$ cat config.mk
export PLATFORM = sky130hd
export DESIGN_NAME = operand_fwd_stage
export DESIGN_NICKNAME = d
export VERILOG_FILES = /design/src/rtl/operand_fwd_stage_pkg.sv /design/src/rtl/operand_fwd_mux.sv /design/src/rtl/operand_fwd_stage.sv
export SDC_FILE = /design/constraint.sdc
export NUM_CORES = 1
export LEC_CHECK = 0
export CAP_MARGIN = 20
export CORE_ASPECT_RATIO = 0.7
export CORE_MARGIN = 5
export CORE_UTILIZATION = 36
export DETAILED_ROUTE_END_ITERATION = 10
export GPL_TIMING_DRIVEN = 0
export PLACE_DENSITY = 0.86
export SLEW_MARGIN = 20
export SYNTH_ARGS = -nofsm -noshare
export SYNTH_HDL_FRONTEND = slang
export SYNTH_SLANG_ARGS = --single-unit
$ cat constraint.sdc
create_clock -name clk -period 4.9 [get_ports clk]
set_input_delay 1.225 -clock clk [delete_from_list [all_inputs] [get_ports clk]]
set_output_delay 1.225 -clock clk [all_outputs]
set_load 0.02 [all_outputs]
$ cat src/rtl/operand_fwd_stage_pkg.sv
// Shared opcode/funct encodings and operand source decode for the ID-stage operand generator.
// The encodings are the ones already used by the pipeline; no new values are introduced here.
package operand_fwd_stage_pkg;

  localparam logic [5:0] OP_SPECIAL = 6'h00;
  localparam logic [5:0] OP_JAL     = 6'h03;
  localparam logic [5:0] OP_ADDIU   = 6'h09;
  localparam logic [5:0] OP_ANDI    = 6'h0C;
  localparam logic [5:0] OP_ORI     = 6'h0D;
  localparam logic [5:0] OP_LUI     = 6'h0F;
  localparam logic [5:0] OP_LB      = 6'h20;
  localparam logic [5:0] OP_LW      = 6'h23;
  localparam logic [5:0] OP_LBU     = 6'h24;
  localparam logic [5:0] OP_SB      = 6'h28;
  localparam logic [5:0] OP_SH      = 6'h29;
  localparam logic [5:0] OP_SW      = 6'h2B;

  localparam logic [5:0] FUNCT_JALR = 6'h09;
  localparam logic [5:0] FUNCT_ADDU = 6'h21;

  typedef enum logic [1:0] {
    OP1_ZERO,
    OP1_RS,
    OP1_LINK
  } op1_sel_t;

  typedef enum logic [2:0] {
    OP2_ZERO,
    OP2_RT,
    OP2_SIGN,
    OP2_ZEXT,
    OP2_HI
  } op2_sel_t;

  typedef struct packed {
    op1_sel_t op1;
    op2_sel_t op2;
  } src_sel_t;

  function automatic src_sel_t decode_src(input logic [5:0] op, input logic [5:0] funct);
    src_sel_t s;
    s.op1 = OP1_ZERO;
    s.op2 = OP2_ZERO;
    case (op)
      OP_SPECIAL: begin
        s.op1 = (funct == FUNCT_JALR) ? OP1_LINK : OP1_RS;
        s.op2 = OP2_RT;
      end
      OP_JAL: s.op1 = OP1_LINK;
      OP_ADDIU, OP_LB, OP_LW, OP_LBU, OP_SB, OP_SH, OP_SW: begin
        s.op1 = OP1_RS;
        s.op2 = OP2_SIGN;
      end
      OP_LUI: begin
        s.op1 = OP1_RS;
        s.op2 = OP2_HI;
      end
      OP_ANDI, OP_ORI: begin
        s.op1 = OP1_RS;
        s.op2 = OP2_ZEXT;
      end
      default: ;
    endcase
    return s;
  endfunction

endpackage

$ cat src/rtl/operand_fwd_mux.sv
// Picks the youngest matching forwarding source for one register index, else the regfile data.
// Purely combinational; match_is_load flags that the winning source has no data yet.
module operand_fwd_mux #(
  parameter int DATA_WIDTH     = 32,
  parameter int REG_ADDR_WIDTH = 5,
  parameter int FWD_PORTS      = 2
) (
  input  logic [REG_ADDR_WIDTH-1:0]           src,
  input  logic [DATA_WIDTH-1:0]               reg_data,
  input  logic [FWD_PORTS-1:0]                fwd_valid,
  input  logic [FWD_PORTS-1:0]                fwd_is_load,
  input  logic [FWD_PORTS*REG_ADDR_WIDTH-1:0] fwd_waddr,
  input  logic [FWD_PORTS*DATA_WIDTH-1:0]     fwd_data,
  output logic [DATA_WIDTH-1:0]               data,
  output logic                                match_is_load
);

  // Scan oldest to youngest so the lowest matching index overwrites last and wins.
  always_comb begin
    data          = reg_data;
    match_is_load = 1'b0;
    for (int i = FWD_PORTS - 1; i >= 0; i--) begin
      if (fwd_valid[i] && (src != '0) &&
          (fwd_waddr[i*REG_ADDR_WIDTH +: REG_ADDR_WIDTH] == src)) begin
        data          = fwd_data[i*DATA_WIDTH +: DATA_WIDTH];
        match_is_load = fwd_is_load[i];
      end
    end
  end

endmodule

$ cat src/rtl/operand_fwd_stage.sv
// ID-stage operand generator with forwarding, load-use stall request and a registered ID/EX output.
// One cycle latency; stall_in holds the outputs, flush and load-use hazards insert bubbles.
module operand_fwd_stage
  import operand_fwd_stage_pkg::*;
#(
  parameter int DATA_WIDTH     = 32,
  parameter int ADDR_WIDTH     = 32,
  parameter int REG_ADDR_WIDTH = 5,
  parameter int FWD_PORTS      = 2
) (
  input  logic                                clk,
  input  logic                                rst,
  input  logic                                in_valid,
  input  logic [ADDR_WIDTH-1:0]               addr,
  input  logic [5:0]                          op,
  input  logic [5:0]                          funct,
  input  logic [15:0]                         imm,
  input  logic [REG_ADDR_WIDTH-1:0]           rs_addr,
  input  logic [REG_ADDR_WIDTH-1:0]           rt_addr,
  input  logic [DATA_WIDTH-1:0]               reg_data_1,
  input  logic [DATA_WIDTH-1:0]               reg_data_2,
  input  logic [FWD_PORTS-1:0]                fwd_valid,
  input  logic [FWD_PORTS-1:0]                fwd_is_load,
  input  logic [FWD_PORTS*REG_ADDR_WIDTH-1:0] fwd_waddr,
  input  logic [FWD_PORTS*DATA_WIDTH-1:0]     fwd_data,
  input  logic                                stall_in,
  input  logic                                flush,
  output logic                                stall_req,
  output logic                                out_valid,
  output logic [DATA_WIDTH-1:0]               operand_1,
  output logic [DATA_WIDTH-1:0]               operand_2
);

  src_sel_t              sel;
  logic [DATA_WIDTH-1:0] sign_ext, zero_ext, hi_ext, link;
  logic [31:0]           hi32;
  logic [ADDR_WIDTH-1:0] link_addr;
  logic [DATA_WIDTH-1:0] rs_data, rt_data;
  logic                  rs_load, rt_load;
  logic                  hazard;
  logic [DATA_WIDTH-1:0] op1_next, op2_next;

  assign sel       = decode_src(op, funct);
  assign sign_ext  = DATA_WIDTH'($signed(imm));
  assign zero_ext  = DATA_WIDTH'(imm);
  assign hi32      = {imm, 16'h0000};
  assign hi_ext    = DATA_WIDTH'(hi32);
  assign link_addr = addr + ADDR_WIDTH'(8);
  assign link      = DATA_WIDTH'(link_addr);

  operand_fwd_mux #(
    .DATA_WIDTH(DATA_WIDTH), .REG_ADDR_WIDTH(REG_ADDR_WIDTH), .FWD_PORTS(FWD_PORTS)
  ) u_rs_mux (
    .src(rs_addr), .reg_data(reg_data_1),
    .fwd_valid(fwd_valid), .fwd_is_load(fwd_is_load),
    .fwd_waddr(fwd_waddr), .fwd_data(fwd_data),
    .data(rs_data), .match_is_load(rs_load)
  );

  operand_fwd_mux #(
    .DATA_WIDTH(DATA_WIDTH), .REG_ADDR_WIDTH(REG_ADDR_WIDTH), .FWD_PORTS(FWD_PORTS)
  ) u_rt_mux (
    .src(rt_addr), .reg_data(reg_data_2),
    .fwd_valid(fwd_valid), .fwd_is_load(fwd_is_load),
    .fwd_waddr(fwd_waddr), .fwd_data(fwd_data),
    .data(rt_data), .match_is_load(rt_load)
  );

  always_comb begin
    op1_next = '0;
    case (sel.op1)
      OP1_RS:   op1_next = rs_data;
      OP1_LINK: op1_next = link;
      default:  op1_next = '0;
    endcase
  end

  always_comb begin
    op2_next = '0;
    case (sel.op2)
      OP2_RT:   op2_next = rt_data;
      OP2_SIGN: op2_next = sign_ext;
      OP2_ZEXT: op2_next = zero_ext;
      OP2_HI:   op2_next = hi_ext;
      default:  op2_next = '0;
    endcase
  end

  // Only sources that actually feed an operand can cause a load-use hazard.
  assign hazard    = ((sel.op1 == OP1_RS) && rs_load) || ((sel.op2 == OP2_RT) && rt_load);
  assign stall_req = in_valid && hazard && !flush;

  always_ff @(posedge clk) begin
    if (rst || flush) begin
      out_valid <= 1'b0;
      operand_1 <= '0;
      operand_2 <= '0;
    end else if (stall_in) begin
      out_valid <= out_valid;
      operand_1 <= operand_1;
      operand_2 <= operand_2;
    end else if (hazard && in_valid) begin
      out_valid <= 1'b0;
      operand_1 <= '0;
      operand_2 <= '0;
    end else begin
      out_valid <= in_valid;
      operand_1 <= in_valid ? op1_next : '0;
      operand_2 <= in_valid ? op2_next : '0;
    end
  end

endmodule

After elaboration in Yosys (flattened, before gate mapping):

Index checks and enable logic that the tools add are counted.

* add/subtract/negate cells: 1
* eq/ne operators: 22
* muxes and demuxes: 18
* reductions and logical operators: 21

Operator list (number)
* 32-bit two-way mux: 8
* 32-bit one-hot mux with 4 select lines: 1
* 32-bit one-hot mux with 2 select lines: 1
* 6-bit equality test (second input constant): 6
* 32-bit by 4-bit adder with 32-bit output (second input constant): 1
* 6-bit by 4-bit equality test with 1-bit output (second input constant): 5
* 5-bit equality test: 4
* 1-bit logical AND: 12
* 3-bit one-hot mux with 4 select lines: 1
* 5-bit nonzero test: 2
* 10-bit OR reduction: 1
* 7-bit OR reduction: 1
* 3-bit by 2-bit equality test with 1-bit output (second input constant): 2
* 6-bit by 2-bit equality test with 1-bit output (second input constant): 1
* 6-bit zero test: 1
* 2-bit one-hot mux with 3 select lines: 1
* 1-bit two-way mux: 5
* 3-bit by 1-bit equality test with 1-bit output (second input constant): 1
* 3-bit equality test (second input constant): 1
* 2-bit by 1-bit equality test with 1-bit output (second input constant): 1
* 2-bit equality test (second input constant): 1
* 1-bit logical OR: 2
* 2-bit two-way mux: 1
* 2-bit OR reduction: 1
* 1-bit zero test: 1

* register bits: 65
* input port bits: 217
* output and inout port bits: 66
* logic and storage cells: 65

Longest topological paths before layout:

* word-level depth: 9
* gate-level depth with buffers: 15
* mapped depth without buffers: 11

Modules after synthesis:

From an unflattened synthesis, not the netlist that was laid out.

* cell total of the unflattened synthesis: 774
* area total of the unflattened synthesis: 5766.8 um2

By module, submodules not included
* operand_fwd_stage: times used 1, cells an instance 428, area each 3779.9 um2
* operand_fwd_mux: times used 2, cells an instance 173, area each 993.5 um2

Least setup slack after synthesis:

Ideal clock, no wire load.

* path type: in2out
* start point: input port op[5]
* end point: output port stall_req
* data arrival time: 4.071 ns
* slack: -0.396 ns
* cell stages on the path: 13
* path buffers: 2
* cell sequence: clkbuf_1 > or3b_2 > a21o_1 > a21oi_1 > clkbuf_1 > nor3_1 > inv_1 > ha_1 > inv_1 > nor3_2 > o21a_1 > nor2_1 > a21oi_1

* cells in the longest elaborated chain, start to end: 8
* elaborated cells on any way between the ends: 24

Ends and longest elaborated chain
* start, declared: line operand_fwd_stage.sv:15 `input logic [5:0] op,`
* 6-bit by 4-bit equality test with 1-bit output / 6-bit equality test (equally long branches): line operand_fwd_stage_pkg.sv:44 `case (op)`
* 7-bit OR reduction (tied with other cells): line operand_fwd_stage_pkg.sv:44
* 3-bit one-hot mux with 4 select lines / 2-bit one-hot mux with 3 select lines (equally long branches): line operand_fwd_stage_pkg.sv:44
* 3-bit by 1-bit equality test with 1-bit output / 2-bit by 1-bit equality test with 1-bit output (equally long branches): line operand_fwd_stage.sv:90 `assign hazard = ((sel.op1 == OP1_RS) && rs_load) || ((sel.op2 == OP2_RT) && rt_load);`
* 1-bit logical AND: line operand_fwd_stage.sv:90
* 1-bit logical OR *: line operand_fwd_stage.sv:90
* 1-bit logical AND * (2 in a row): line operand_fwd_stage.sv:91 `assign stall_req = in_valid && hazard && !flush;`
* end, declared: line operand_fwd_stage.sv:28 `output logic stall_req,`

Every way passes the cells marked *; elsewhere a longest branch is shown, timed or not.

Worst setup path in the final report:

* start point: input port op[0]
* end point: output port stall_req

Same word-level chain as after synthesis.

==> impl_metrics.py <==
metrics = {
    "outcome": {
        "outcome": "complete, no violations",
    },
    "run": {
        "maxCapViolations": 0,
    },
    "critical_path": {
        "cp-end-kind": "primary output",
        "cp_data_required_time_ns": 3.67,
        "critical_path.cell_chain": "buf_2, or3b_2, a21o_1, a21oi_4, clkbuf_8, nor3_1, inv_1, ha_2, inv_1, nor3_4, o21a_1, nor2_1, a21oi_2, buf_4",
        "cp_slowest_stage_delay_ns": 0.47,
        "startpoint": "op[0]",
        "cp-start-kind": "input pin",
        "crit_type": "input pin to primary output",
        "critPathMaxFanout": 9,
        "worstPathArrival_ns": 3.52,
        "r2r-start": "operand_2[17]",
        "r2r_cells": 3,
        "r2r_end": "operand_2[17]",
        "crit_path_frequent_cell": "inv_1",
        "ff2ff_setup_slack_ns": 3.95,
        "crit_path_top_delay_cell": "or3b_2",
    },
    "clocking": {
        "tritoncts.num_buffers": 9,
        "root_buffer": "clkbuf_16",
        "cts_sinks": 65,
        "clockBufferDepth": 2,
        "htree_num_levels": 3,
        "path_clk_slew_ns": 0.06,
        "cts_tree": "done",
        "holdBufCountCts": 0,
        "clock_latency_ns": 0.32,
    },
    "layout": {
        "final_nets": 1107,
        "n_fill_cell": 1214,
        "multi_input_comb_area_mm2": 0.00354,
        "fin_util": 0.615,
        "layout_common_cells": "clkdlybuf4s50_1 (275), nand2_1 (68), dfxtp_1 (65)",
        "fin_cells": 1082,
        "drive_gt1_frac": 0.119,
        "syn2layout_area_growth_pct": 69.0,
        "final_common_cell": "clkdlybuf4s50_1",
        "final_area_mm2": 0.00851,
        "seqCellArea_mm2": 0.00130,
        "n_antenna_cell": 0,
    },
    "timing": {
        "timing.fmax_mhz": 211,
        "finalMaxSlewViolations": 0,
        "setup_viol": 0,
        "min_period_ns": 4.74,
        "fin_ws_ns": 0.160,
        "setup_total_negative_slack_ns": 0,
        "worst_pin_slew_ns": 0.883,
        "post-route-period-util": 0.967,
        "relSlewSlack": 0.412,
        "clock_skew_ns": 0,
        "hold_viol_final": 0,
    },
    "floorplan": {
        "dieWidth_um": 151,
        "rows": 36,
        "die-area_mm2": 0.0165,
        "die_height_um": 109,
        "initial_core_util": 0.364,
        "coreArea_mm2": 0.0138,
        "io_pins": 283,
    },
    "synth": {
        "ys_ff_latch": 65,
        "synth_fp_nets": 811,
        "synth_edf_count": 0,
        "synth_area_per_cell_um2": 8.51,
        "synth-main-ff-cell": "dfxtp_1",
        "ys_warn_count": 0,
        "yosysUniqueCellTypes": 58,
        "syn_area_mm2": 0.00503,
        "synth-async-reset-ratio": 0,
        "synth_cells": 591,
        "ys_seq_area_frac": 0.259,
    },
    "route": {
        "wl_per_cell_um": 23.6,
        "viasPerCell": 5.78,
        "drcViolationCount": 0,
        "antenna_left": 0,
        "vias": 6250,
        "first_iter_violations": 639,
        "drt-total-wl_um": 25600,
        "drt_pre_antenna_iters": 5,
    },
    "placement": {
        "placed_cells": 1059,
        "place_ws_ns": -1.49,
        "gp_congestion": 0.916,
        "dp.final_hpwl_um": 20800,
        "placed_cell_area_mm2": 0.00809,
        "port_buffers": 278,
    },
    "pwr": {
        "power.density_mw_per_mm2": 199,
        "vdd_ir_drop_max_uv": 163,
        "power_leakage_nw": 3.21,
    },
    "global_route": {
        "grtUsageTotal": 0.293,
        "grt_pass1_vias": 6000,
        "grt-ovfl-total": 0,
        "globalRouteMet2Util": 0.446,
        "antenna_found_initial": 1,
        "use_met3": 0.111,
        "top_usage_layer": "met2",
        "met1_usage": 0.393,
        "grt_max_degree": 14,
        "grt_pass1_wl_um": 35800,
    },
    "min_path": {
        "min_to": "operand_2[14]",
        "hold_class": "register to register",
        "worstHoldStart": "operand_2[14]",
        "whs_path_depth": 2,
    },
}
logic make-up after synthesis:
logic type | Yosys count | share of synthesized area
AO/OA/AOI/OAI | 210 | 0.331
AND/OR/NAND/NOR | 158 | 0.159
multiplexers | 67 | 0.136
flip-flops | 65 | 0.259
buffers and inverters | 54 | 0.0477
XOR/XNOR | 34 | 0.0592
adder cells (fa/ha/maj) | 3 | 0.00746
area by class of cell:
type | count | area share
repair buffers | 285 | 0.332
clock buffers | 9 | 0.0265
flip-flops and latches | 65 | 0.153
multi-input cells | 472 | 0.416
well taps | 190 | 0.0279
inverters | 10 | 0.00441
clock inverters | 7 | 0.0147
plain buffers | 44 | 0.0257
power breakdown:
part / leakage, nW / internal, W / switching, W
clock network: 0.171 / 0.000503 / 0.000269
registers: 0.523 / 0.000529 / 0.000000782
logic: 2.52 / 0.000223 / 0.000169
stage by stage:
| step | hold slack (ns) | total power, W |
|---|---|---|
| floorplan | 0.536 | 0.000669 |
| CTS | 0.456 | 0.00169 |
| detailed placement | 0.442 | 0.000922 |
| finish | 0.457 | 0.00169 |
| global route | 0.474 | 0.00175 |
| global placement | 0.434 | 0.000917 |
timing repair:
action / 4_1_cts / 5_1_grt
endpoints found under the setup margin: 12 / 1
gates resized for setup: 12 / 15
pin swaps: 4 / 3
setup buffers: 4 / 2
state kept, by name (all words and copies together), names as in the netlist:
name,flops
out_valid,1
operand_2,32
operand_1,32
cells in the mapped netlist (all sizes together), types with 8 or more instances:
cell type / count / share of area
nand2: 68 / 0.051
dfxtp: 65 / 0.26
mux2i: 54 / 0.11
o21ai: 51 / 0.062
clkbuf: 31 / 0.023
a22oi: 26 / 0.039
a21oi: 22 / 0.033
a222oi: 22 / 0.044
a22o: 21 / 0.037
o21a: 19 / 0.028
xnor2: 19 / 0.033
nor3: 16 / 0.018
o211a: 16 / 0.032
nor2: 15 / 0.011
xor2: 15 / 0.026
buf: 13 / 0.017
mux2: 13 / 0.029
nand3: 12 / 0.012
inv: 10 / 0.0075
nor4: 9 / 0.011
nand4: 8 / 0.0099
worst max path at each step:
stage                end  cells after the start
3_3_place_gp   stall_req                     13
5_1_grt        stall_req                     14
4_1_cts        stall_req                     13
2_1_floorplan  stall_req                     13
3_5_place_dp   stall_req                     13
6_report       stall_req                     14
worst max-delay path, delay by kind of cell:
| kind | cells | cell delay [ns] |
|---|---|---|
| AOI/OAI and AO/OA | 4 | 0.72 |
| buffers and inverters | 5 | 0.63 |
| and+or+nand+nor | 4 | 0.74 |
| adders and majority gates | 1 | 0.19 |
routing by layer:
metal / routed length [µm] / part of all wire
met5: 0 / 0
met4: 490 / 0.019
met3: 3370 / 0.13
met2: 11100 / 0.44
met1: 10600 / 0.41
No activity file was read; power rests on OpenSTA's default activity.
